$ cat src/rtl/vpu_sram_w_port_responder_if.sv
// Host-side write-port bundle for the VPU SRAM write protocol.
// The host drives a beat (req/wid/addr/web/wlast/wdata) and holds it
// until the bank responder returns ack; err flags a protocol violation.
interface vpu_sram_w_port_responder_if #(
  parameter int unsigned WID_W  = 2,
  parameter int unsigned ADDR_W = 10,
  parameter int unsigned DATA_W = 256
);

  logic              req_i;
  logic [WID_W-1:0]  wid_i;
  logic [ADDR_W-1:0] addr_i;
  logic              web_i;
  logic              wlast_i;
  logic [DATA_W-1:0] wdata_i;
  logic              ack_o;
  logic              err_o;

  // Write-port host (writeback unit) side
  modport master (
    output req_i,
    output wid_i,
    output addr_i,
    output web_i,
    output wlast_i,
    output wdata_i,
    input  ack_o,
    input  err_o
  );

  // Bank responder side
  modport slave (
    input  req_i,
    input  wid_i,
    input  addr_i,
    input  web_i,
    input  wlast_i,
    input  wdata_i,
    output ack_o,
    output err_o
  );

endinterface

$ cat src/rtl/vpu_sram_w_port_responder.sv
// Bank-side responder for the VPU SRAM write port.
// Accepts single and wlast-terminated multi-beat writes, turns each beat
// into one bank write strobe with a one-cycle ack, locks the target bank
// for the life of an open burst and pulses err on protocol violations.
module vpu_sram_w_port_responder #(
  parameter int unsigned SRAM_BANK_CNT       = 4,
  parameter int unsigned SRAM_BANK_CNT_LG2   = 2,
  parameter int unsigned SRAM_BANK_DEPTH_LG2 = 10,
  parameter int unsigned SRAM_DATA_WIDTH     = 256,
  parameter int unsigned MAX_BURST           = 8
) (
  input  logic                           clk,
  input  logic                           rst,
  vpu_sram_w_port_responder_if.slave     host,
  input  logic [SRAM_BANK_CNT-1:0]       bank_busy_i,
  output logic [SRAM_BANK_CNT-1:0]       bank_csb_o,
  output logic                           bank_web_o,
  output logic [SRAM_BANK_DEPTH_LG2-1:0] bank_addr_o,
  output logic [SRAM_DATA_WIDTH-1:0]     bank_wdata_o,
  output logic [SRAM_BANK_CNT-1:0]       bank_lock_o,
  output logic                           idle_o
);

  localparam int unsigned       BCNT_W  = $clog2(MAX_BURST + 1);
  localparam logic [BCNT_W-1:0] MAX_CNT = BCNT_W'(MAX_BURST);

  typedef enum logic [1:0] {
    S_IDLE  = 2'd0,
    S_WRITE = 2'd1,
    S_BURST = 2'd2
  } state_t;

  // State and captured beat attributes
  state_t                         r_state;
  logic [SRAM_BANK_CNT_LG2-1:0]   r_wid;
  logic                           r_web;
  logic                           r_wlast;
  logic [BCNT_W-1:0]              r_bcnt;

  // Registered outputs
  logic                           r_ack;
  logic                           r_err;
  logic [SRAM_BANK_CNT-1:0]       r_csb;
  logic                           r_bweb;
  logic [SRAM_BANK_DEPTH_LG2-1:0] r_baddr;
  logic [SRAM_DATA_WIDTH-1:0]     r_bwdata;
  logic [SRAM_BANK_CNT-1:0]       r_lock;
  logic                           r_idle;

  // Next-state values
  state_t                         w_state_nxt;
  logic [SRAM_BANK_CNT_LG2-1:0]   w_wid_nxt;
  logic                           w_web_nxt;
  logic                           w_wlast_nxt;
  logic [BCNT_W-1:0]              w_bcnt_nxt;
  logic                           w_ack_nxt;
  logic                           w_err_nxt;
  logic [SRAM_BANK_CNT-1:0]       w_csb_nxt;
  logic                           w_bweb_nxt;
  logic [SRAM_BANK_DEPTH_LG2-1:0] w_baddr_nxt;
  logic [SRAM_DATA_WIDTH-1:0]     w_bwdata_nxt;
  logic [SRAM_BANK_CNT-1:0]       w_lock_nxt;
  logic                           w_idle_nxt;

  // Beat acceptance and the beat index the accepted beat will carry
  logic                           w_take;
  logic [BCNT_W-1:0]              w_take_cnt;
  logic                           w_burst_end;

  // Write ends the burst when it is last, illegal (web=1) or fills MAX_BURST
  assign w_burst_end = r_wlast || r_web || (r_bcnt == MAX_CNT);

  // Next-state and next-output logic
  always_comb begin
    w_state_nxt  = r_state;
    w_wid_nxt    = r_wid;
    w_web_nxt    = r_web;
    w_wlast_nxt  = r_wlast;
    w_bcnt_nxt   = r_bcnt;
    w_ack_nxt    = 1'b0;
    w_err_nxt    = 1'b0;
    w_csb_nxt    = '1;
    w_bweb_nxt   = 1'b1;
    w_baddr_nxt  = r_baddr;
    w_bwdata_nxt = r_bwdata;
    w_lock_nxt   = r_lock;
    w_take       = 1'b0;
    w_take_cnt   = '0;

    case (r_state)
      S_IDLE: begin
        // New burst may only start when the bank's read port is quiet
        if (host.req_i && !bank_busy_i[host.wid_i]) begin
          w_take     = 1'b1;
          w_take_cnt = BCNT_W'(1);
        end
      end

      S_WRITE: begin
        // Request lines are ignored here; host presents the next beat after ack
        if (w_burst_end) begin
          w_state_nxt = S_IDLE;
          w_lock_nxt  = '0;
          w_bcnt_nxt  = '0;
        end else begin
          w_state_nxt       = S_BURST;
          w_lock_nxt        = '0;
          w_lock_nxt[r_wid] = 1'b1;
        end
      end

      S_BURST: begin
        // Lock owns the bank, so read-port busy is not consulted mid-burst
        if (host.req_i) begin
          if (host.wid_i == r_wid) begin
            w_take     = 1'b1;
            w_take_cnt = (r_bcnt >= MAX_CNT) ? MAX_CNT : r_bcnt + BCNT_W'(1);
          end else begin
            w_err_nxt   = 1'b1;
            w_lock_nxt  = '0;
            w_bcnt_nxt  = '0;
            w_state_nxt = S_IDLE;
          end
        end
      end

      default: begin
        w_state_nxt = S_IDLE;
        w_lock_nxt  = '0;
        w_bcnt_nxt  = '0;
      end
    endcase

    // Accepted beat: capture it and present ack/strobe on the entry edge
    if (w_take) begin
      w_state_nxt = S_WRITE;
      w_wid_nxt   = host.wid_i;
      w_web_nxt   = host.web_i;
      w_wlast_nxt = host.wlast_i;
      w_bcnt_nxt  = w_take_cnt;
      w_ack_nxt   = 1'b1;
      w_err_nxt   = host.web_i || ((w_take_cnt == MAX_CNT) && !host.wlast_i);
      if (!host.web_i) begin
        w_csb_nxt[host.wid_i] = 1'b0;
        w_bweb_nxt            = 1'b0;
        w_baddr_nxt           = host.addr_i;
        w_bwdata_nxt          = host.wdata_i;
      end
    end

    w_idle_nxt = (w_state_nxt == S_IDLE) && (w_lock_nxt == '0);
  end

  // State, capture and output registers with synchronous reset
  always_ff @(posedge clk) begin
    if (rst) begin
      r_state  <= S_IDLE;
      r_wid    <= '0;
      r_web    <= 1'b0;
      r_wlast  <= 1'b0;
      r_bcnt   <= '0;
      r_ack    <= 1'b0;
      r_err    <= 1'b0;
      r_csb    <= '1;
      r_bweb   <= 1'b1;
      r_baddr  <= '0;
      r_bwdata <= '0;
      r_lock   <= '0;
      r_idle   <= 1'b1;
    end else begin
      r_state  <= w_state_nxt;
      r_wid    <= w_wid_nxt;
      r_web    <= w_web_nxt;
      r_wlast  <= w_wlast_nxt;
      r_bcnt   <= w_bcnt_nxt;
      r_ack    <= w_ack_nxt;
      r_err    <= w_err_nxt;
      r_csb    <= w_csb_nxt;
      r_bweb   <= w_bweb_nxt;
      r_baddr  <= w_baddr_nxt;
      r_bwdata <= w_bwdata_nxt;
      r_lock   <= w_lock_nxt;
      r_idle   <= w_idle_nxt;
    end
  end

  assign host.ack_o   = r_ack;
  assign host.err_o   = r_err;
  assign bank_csb_o   = r_csb;
  assign bank_web_o   = r_bweb;
  assign bank_addr_o  = r_baddr;
  assign bank_wdata_o = r_bwdata;
  assign bank_lock_o  = r_lock;
  assign idle_o       = r_idle;

endmodule

$ cat src/flat_wrapper.sv
// flat-port wrapper written by rule: the top's interface ports become plain ports
module vpu_sram_w_port_responder_flat 
#(
  parameter int unsigned SRAM_BANK_CNT       = 4,
  parameter int unsigned SRAM_BANK_CNT_LG2   = 2,
  parameter int unsigned SRAM_BANK_DEPTH_LG2 = 10,
  parameter int unsigned SRAM_DATA_WIDTH     = 256,
  parameter int unsigned MAX_BURST           = 8
)
  (clk, rst, bank_busy_i, bank_csb_o, bank_web_o, bank_addr_o, bank_wdata_o, bank_lock_o, idle_o, host_req_i, host_wid_i, host_addr_i, host_web_i, host_wlast_i, host_wdata_i, host_ack_o, host_err_o);
  vpu_sram_w_port_responder_if #(.WID_W((2)), .ADDR_W((10)), .DATA_W((256))) host_i ();
  input  logic clk;
  input  logic rst;
  input  logic [SRAM_BANK_CNT-1:0] bank_busy_i;
  output logic [SRAM_BANK_CNT-1:0] bank_csb_o;
  output logic bank_web_o;
  output logic [SRAM_BANK_DEPTH_LG2-1:0] bank_addr_o;
  output logic [SRAM_DATA_WIDTH-1:0] bank_wdata_o;
  output logic [SRAM_BANK_CNT-1:0] bank_lock_o;
  output logic idle_o;
  input wire logic [$bits(host_i.req_i)-1:0] host_req_i;
  input wire logic [$bits(host_i.wid_i)-1:0] host_wid_i;
  input wire logic [$bits(host_i.addr_i)-1:0] host_addr_i;
  input wire logic [$bits(host_i.web_i)-1:0] host_web_i;
  input wire logic [$bits(host_i.wlast_i)-1:0] host_wlast_i;
  input wire logic [$bits(host_i.wdata_i)-1:0] host_wdata_i;
  output wire logic [$bits(host_i.ack_o)-1:0] host_ack_o;
  output wire logic [$bits(host_i.err_o)-1:0] host_err_o;
  assign host_i.req_i = host_req_i;
  assign host_i.wid_i = host_wid_i;
  assign host_i.addr_i = host_addr_i;
  assign host_i.web_i = host_web_i;
  assign host_i.wlast_i = host_wlast_i;
  assign host_i.wdata_i = host_wdata_i;
  assign host_ack_o = host_i.ack_o;
  assign host_err_o = host_i.err_o;
  vpu_sram_w_port_responder #(.SRAM_BANK_CNT(SRAM_BANK_CNT), .SRAM_BANK_CNT_LG2(SRAM_BANK_CNT_LG2), .SRAM_BANK_DEPTH_LG2(SRAM_BANK_DEPTH_LG2), .SRAM_DATA_WIDTH(SRAM_DATA_WIDTH), .MAX_BURST(MAX_BURST)) u_core (.clk(clk), .rst(rst), .host(host_i), .bank_busy_i(bank_busy_i), .bank_csb_o(bank_csb_o), .bank_web_o(bank_web_o), .bank_addr_o(bank_addr_o), .bank_wdata_o(bank_wdata_o), .bank_lock_o(bank_lock_o), .idle_o(idle_o));
endmodule
$ cat config.mk
export PLATFORM = sky130hd
export DESIGN_NAME = vpu_sram_w_port_responder_flat
export DESIGN_NICKNAME = d
export VERILOG_FILES = /design/src/rtl/vpu_sram_w_port_responder_if.sv /design/src/rtl/vpu_sram_w_port_responder.sv /design/src/flat_wrapper.sv
export SDC_FILE = /design/constraint.sdc
export NUM_CORES = 1
export LEC_CHECK = 0
export BUFFER_PORTS_ARGS = -buffer_cell sky130_fd_sc_hd__clkbuf_2
export CAP_MARGIN = 25
export CELL_PAD_IN_SITES_DETAIL_PLACEMENT = 0
export CELL_PAD_IN_SITES_GLOBAL_PLACEMENT = 1
export CORE_AREA = 2 2 218 220
export CTS_CLUSTER_DIAMETER = 200
export DETAILED_ROUTE_END_ITERATION = 8
export DIE_AREA = 0 0 220 222
export PLACE_DENSITY_LB_ADDON = 0.1
export SETUP_SLACK_MARGIN = 0.5
export SYNTH_ARGS = -nofsm -noshare
export SYNTH_HDL_FRONTEND = slang
export SYNTH_SLANG_ARGS = --single-unit
$ cat constraint.sdc
create_clock -name clk -period 2.8 [get_ports clk]
set_input_delay 0.56 -clock clk [delete_from_list [all_inputs] [get_ports clk]]
set_output_delay 0.56 -clock clk [all_outputs]
set_load 0.02 [all_outputs]
[Word level (Yosys, flattened, before mapping)]
Cells that the tools add are included.
W data, S select, Z words.
Word-level totals
  output and inout port bits: 278
  input bits: 277
  word-level logic and storage cells: 83
  register bits after elaboration: 288
Cells by class
  reduce and logical (&&, ||, !) cells: 17
  magnitude comparators: 5
  add/sub/neg operators: 1
  eq/ne operators: 9
  bitwise operators: 3
  multiplexer cells: 35
Operators with widths (number)
  $mux W4: 10
  $pmux W4 S3: 2
  $mux W1: 13
  $eq A4 B4 Y1 const B: 2
  $mux W2: 4
  $pmux W4 S2: 1
  $lt A2 B3 Y1 const B: 2
  $ne A3 B2 Y1 const B: 2
  $pmux W2 S3: 1
  $logic_and A1 B1 Y1: 5
  $add A4 B1 Y4 const B: 1
  $demux W1 S2: 2
  $ge A2 B1 Y1 const B: 2
  $ge A4 B4 Y1 const B: 1
  $logic_not A2 Y1: 2
  $logic_not A4 Y1: 1
  $not A4 Y4: 1
  $reduce_and A4 Y1: 1
  $logic_or A1 B1 Y1: 3
  $ne A3 B1 Y1 const B: 1
  $reduce_or A3 Y1: 1
  $bmux W1 S2: 1
  $eq A2 B1 Y1 const B: 1
  $eq A2 B2 Y1: 1
  other kinds (7): 9

[Depth between registers and ports, before layout]
  depth in word-level cells: 10
  mapped depth: 8
  gate-level depth less buffers: 6

[Least setup slack after synthesis]
Ideal clock, no wire load.
  path kind: input to register
  start point: input port host_wid_i[1]
  end point: register u_core.r_baddr[0] (netlist: u_core.bank_addr_o[0])
  slack: 775 ps
  library setup time: 72 ps
  arrival: 1953 ps
  cell stages on the path: 8
  cells stage by stage: buf_2 xnor2_1 nand3_1 a211oi_2 buf_4 buf_6 buf_8 mux2i_1
Between the ends
  longest elaborated chain between the ends: 7
  elaborated cells on any way between the ends: 10
  classes of those cells: eq/ne (1); mux (6); reduce/logical (3)
Ends and longest elaborated chain
  from (decl): line flat_wrapper.sv:22  | input wire logic [$bits(host_i.wid_i)-1:0] host_wid_i;
  $bmux W1 S2: line vpu_sram_w_port_responder.sv:93  | if (host.req_i && !bank_busy_i[host.wid_i]) begin
  $mux W1 (implied by the code): line vpu_sram_w_port_responder.sv:93
  $logic_not A1 Y1: line vpu_sram_w_port_responder.sv:93
  $logic_and A1 B1 Y1: line vpu_sram_w_port_responder.sv:93
  $mux W1: line vpu_sram_w_port_responder.sv:93
  $pmux W1 S2 *: line vpu_sram_w_port_responder.sv:90  | case (r_state)
  $reduce_and A2 Y1 (no source line) *
  to (signal assigned): line vpu_sram_w_port_responder.sv:180  | r_baddr <= w_baddr_nxt;
  to (decl): line vpu_sram_w_port_responder.sv:45  | logic [SRAM_BANK_DEPTH_LG2-1:0] r_baddr;
Every way passes the cells marked *; elsewhere a longest branch is shown, timed or not. The select of a mux whose other input is x is not followed.
A chain may end at the register's enable or synchronous reset.

[Worst setup path after layout]
  start point: register u_core.r_wid[1]
  end point: register u_core.r_bwdata[190] (netlist: u_core.bank_wdata_o[190])
Between the ends
  longest elaborated chain between the ends: 5
Ends and longest elaborated chain
  from (decl): line vpu_sram_w_port_responder.sv:35  | logic [SRAM_BANK_CNT_LG2-1:0] r_wid;
  from (signal assigned): line vpu_sram_w_port_responder.sv:172  | r_wid <= w_wid_nxt;
  $eq A2 B2 Y1: line vpu_sram_w_port_responder.sv:115  | if (host.wid_i == r_wid) begin
  $mux W1: line vpu_sram_w_port_responder.sv:115
  $mux W1: line vpu_sram_w_port_responder.sv:114  | if (host.req_i) begin
  $pmux W1 S2: line vpu_sram_w_port_responder.sv:90
  $reduce_and A2 Y1 (no source line)
  to (signal assigned): line vpu_sram_w_port_responder.sv:181  | r_bwdata <= w_bwdata_nxt;
  to (decl): line vpu_sram_w_port_responder.sv:46  | logic [SRAM_DATA_WIDTH-1:0] r_bwdata;
Every way passes these cells.

==> results.json <==
{
  "avgSynthCellArea_um2": 9.16,
  "clock-root-buffer": "clkbuf_16",
  "r2r_cells": 7,
  "netlist.area_leader.share_pct": 49.6,
  "slew_viol_final": 0,
  "grtUsageMet3_pct": 6.38,
  "cap_violations": 0,
  "drt-total-wl_um": 41000,
  "leakage_nw": 7.27,
  "critPathMaxFanout": 21,
  "crit_path_end_kind": "register",
  "worstHoldStart": "host_wdata_i[214]",
  "synthTopCellsByArea": "dfxtp_1 (50%), mux2i_1 (23%), nand2_1 (17%)",
  "syn_nets": 1547,
  "cts-htree-levels": 2,
  "syn-instance-count": 1268,
  "rsz0062_at_grt": "yes",
  "crit_path_cell_trace": "xnor2_1 > nand3_1 > a211oi_4 > buf_4 > buf_6 > buf_12 > mux2i_1",
  "startpoint_type": "register",
  "drtPass1Iterations": 4,
  "syn_to_final_growth_pct": 39.2,
  "crit_type": "reg2reg",
  "drive_gt1_share_pct": 35.7,
  "outcome": "finished, final reports clean",
  "synth-seq-area-share_pct": 49.6,
  "cts_hold_buffers": 0,
  "hold_depth": 3,
  "grtUsageTotal_pct": 15.8,
  "p_per_area_mw_per_mm2": 622,
  "final_util_pct": 34.9,
  "cts_inserted_buffers": 37,
  "rows": 79,
  "initial_core_util_pct": 25.1,
  "worstReg2RegStart": "u_core.r_wid[1]",
  "grt_pass1_vias": 9970,
  "place_inst": 2361,
  "setup_viol": 0,
  "setup_tns_ps": 0,
  "busiest_layer": "met2",
  "clock-sinks": 288,
  "final_cells": 2431,
  "grt_pass1_wl_um": 59700,
  "use_met1_pct": 18.2,
  "arrival_ps": 2580,
  "gp_congestion": 0.769,
  "r2r_slack_ps": 680,
  "routed_via_density": 4.20,
  "cts_tree": "built",
  "ant_nets": 0,
  "core_area_mm2": 0.0463,
  "syn_area_mm2": 0.0116,
  "synth_top_area_cell": "dfxtp_1",
  "fill_cells": 4944,
  "peakVddDrop_mv": 0.321,
  "grtUsageMet2_pct": 26.5,
  "worst_pin_slew_ps": 401,
  "crit_path_top_delay_cell": "dfxtp_1",
  "drc": 0,
  "die_area_mm2": 0.0488,
  "cts.clk_slew.worst_paths_ps": 60,
  "fin_nets": 2080,
  "worst_slack_ps": 680,
  "drt-initial-drc-count": 367,
  "post-route-min-period_ps": 2120,
  "grt_max_degree": 79,
  "fp.dieH_um": 222,
  "clock.fmax_ghz": 0.472,
  "post_drt_wl_per_cell_um": 16.9,
  "die_w_um": 220,
  "num_io_pins": 555,
  "fin_skew_ps": 8.50,
  "port_buffers": 554,
  "hp-class": "in2reg",
  "hold_viol": 0,
  "slowest_delay_ps": 480,
  "grt_overflow": 0,
  "final_cell_mix": "clkbuf_2 (554), nand2_1 (541), dfxtp_1 (288)",
  "r2r_end": "u_core.bank_wdata_o[190]",
  "layout_commonest_cell": "clkbuf_2",
  "min_to": "u_core.bank_wdata_o[214]",
  "vias": 10200,
  "ys_seq_elements": 288,
  "place_ws_ps": 272,
  "slew_headroom_pct": 73.1,
  "clock_latency_ps": 530,
  "fin_crit_sh_pct": 75.7,
  "dpl.hpwl_um": 30600,
  "synth_cell_type_count": 41,
  "clockBufferDepth": 3,
  "cp.required_ps": 3260,
  "yosys_warnings": 0,
  "antenna_found_initial": 5
}
-- synthesized netlist by cell type --
cell type,n
clkbuf_1,61
buf_8,10
or4_1,2
xor2_1,2
nand4_1,2
mux2i_1,271
a31oi_4,1
or3b_1,1
buf_2,4
o211a_1,1
nand4b_1,2
a31oi_1,4
o211ai_1,2
or3_1,1
a21o_1,2
nand3b_1,2
buf_4,9
a31o_2,1
inv_2,1
a21oi_1,8
nor2_1,3
mux2_2,1
nand2b_1,4
buf_6,12
dfxtp_1,288
o2bb2ai_1,1
ha_1,2
inv_1,4
xnor2_1,2
nor2b_1,2
and2_1,2
nor3_1,3
a211oi_2,1
o221a_2,1
a22oi_2,1
a211o_1,1
or4b_4,1
and3b_1,1
o21ai_0,3
nand3_1,7
nand2_1,541
-- worst max path at each step --
stage / startpoint / cells after the start / end / slack (ps)
6_report: u_core.r_wid[1] / 7 / u_core.bank_wdata_o[190] / 680
5_1_grt: u_core.r_wid[0] / 7 / u_core.bank_wdata_o[214] / 500
4_1_cts: u_core.r_wid[1] / 6 / u_core.bank_wdata_o[40] / 630
3_5_place_dp: host_wid_i[1] / 7 / u_core.bank_wdata_o[138] / 270
3_3_place_gp: host_wid_i[1] / 7 / u_core.bank_wdata_o[140] / 330
2_1_floorplan: host_wid_i[1] / 8 / u_core.bank_addr_o[0] / 780
-- layer usage --
layer	wire [µm]	up-vias	part of all wire, %
met5	46	-	0.11
met4	870	6	2.1
met3	4020	53	9.8
met2	19200	338	47
met1	16900	4637	41
li1	-	5181	-
-- flip-flops by register name (all words and copies together), names as in the netlist --
signal and count:
u_core.bank_lock_o 4, u_core.r_wid 2, u_core.r_wlast 1, u_core.r_web 1, u_core.idle_o 1, u_core.r_state 2
u_core.bank_wdata_o 256, u_core.bank_web_o 1, u_core.bank_csb_o 4, u_core.bank_addr_o 10, u_core.host.ack_o 1, u_core.r_bcnt 4
u_core.host.err_o 1
-- through the flow --
step                power, W  hold WS [ps]  instance area, µm²
floorplan            0.00514           435               11600
global placement     0.00563           441               15000
detailed placement   0.00564           448               15000
CTS                   0.0102           211               16100
global route          0.0105           225               16200
finish                0.0101           252               16200
-- cell families (layout without fill, tap and decap cells) --
group / after synthesis / count (layout) / share of synthesized area [%]
multiplexers: 272 / 272 / 23.5
flip-flops: 288 / 288 / 49.6
XOR/XNOR: 4 / 4 / 0.302
buffers and inverters: 101 / 656 / 5.34
AO/OA/AOI/OAI: 27 / 27 / 1.76
other: 0 / 1 / 0
adder cells (fa/ha/maj): 2 / 2 / 0.215
AND/OR/NAND/NOR: 574 / 574 / 19.3
-- worst max-delay path, delay by kind of cell (launching register included) --
| kind | cells | cell delay (ps) |
|---|---|---|
| flip-flops | 1 | 480 |
| buffers and inverters | 3 | 570 |
| multiplexers | 1 | 210 |
| AND/OR/NAND/NOR | 1 | 210 |
| AO/OA/AOI/OAI | 1 | 340 |
| XOR/XNOR | 1 | 220 |
-- where the power goes --
part / switching [W] / total (W) / leakage (nW) / internal (W)
clock: 0.00181 / 0.00450 / 0.558 / 0.00269
sequential: 0.0000880 / 0.00435 / 2.34 / 0.00426
combinational: 0.000706 / 0.00120 / 4.38 / 0.000496
total: 0.00261 / 0.0101 / 7.27 / 0.00745
-- timing repair --
item | in CTS | in global routing
setup endpoints to repair | 0 | 8
buffers inserted | 0 | 6
gates resized for setup | 0 | 1
-- final cells by class --
cell class              count  area [µm²]  share of cell area [%]
repair buffers            590        3260                    20.1
clock buffers              53        1060                    6.53
multi-input cells         879        5240                    32.4
inverters                   5        26.3                   0.163
diodes                      1        2.50                  0.0155
well taps                 607         759                    4.70
flip-flops and latches    288        5770                    35.7
clock inverters             8        65.1                   0.402
(Power assumes the default switching activity.)
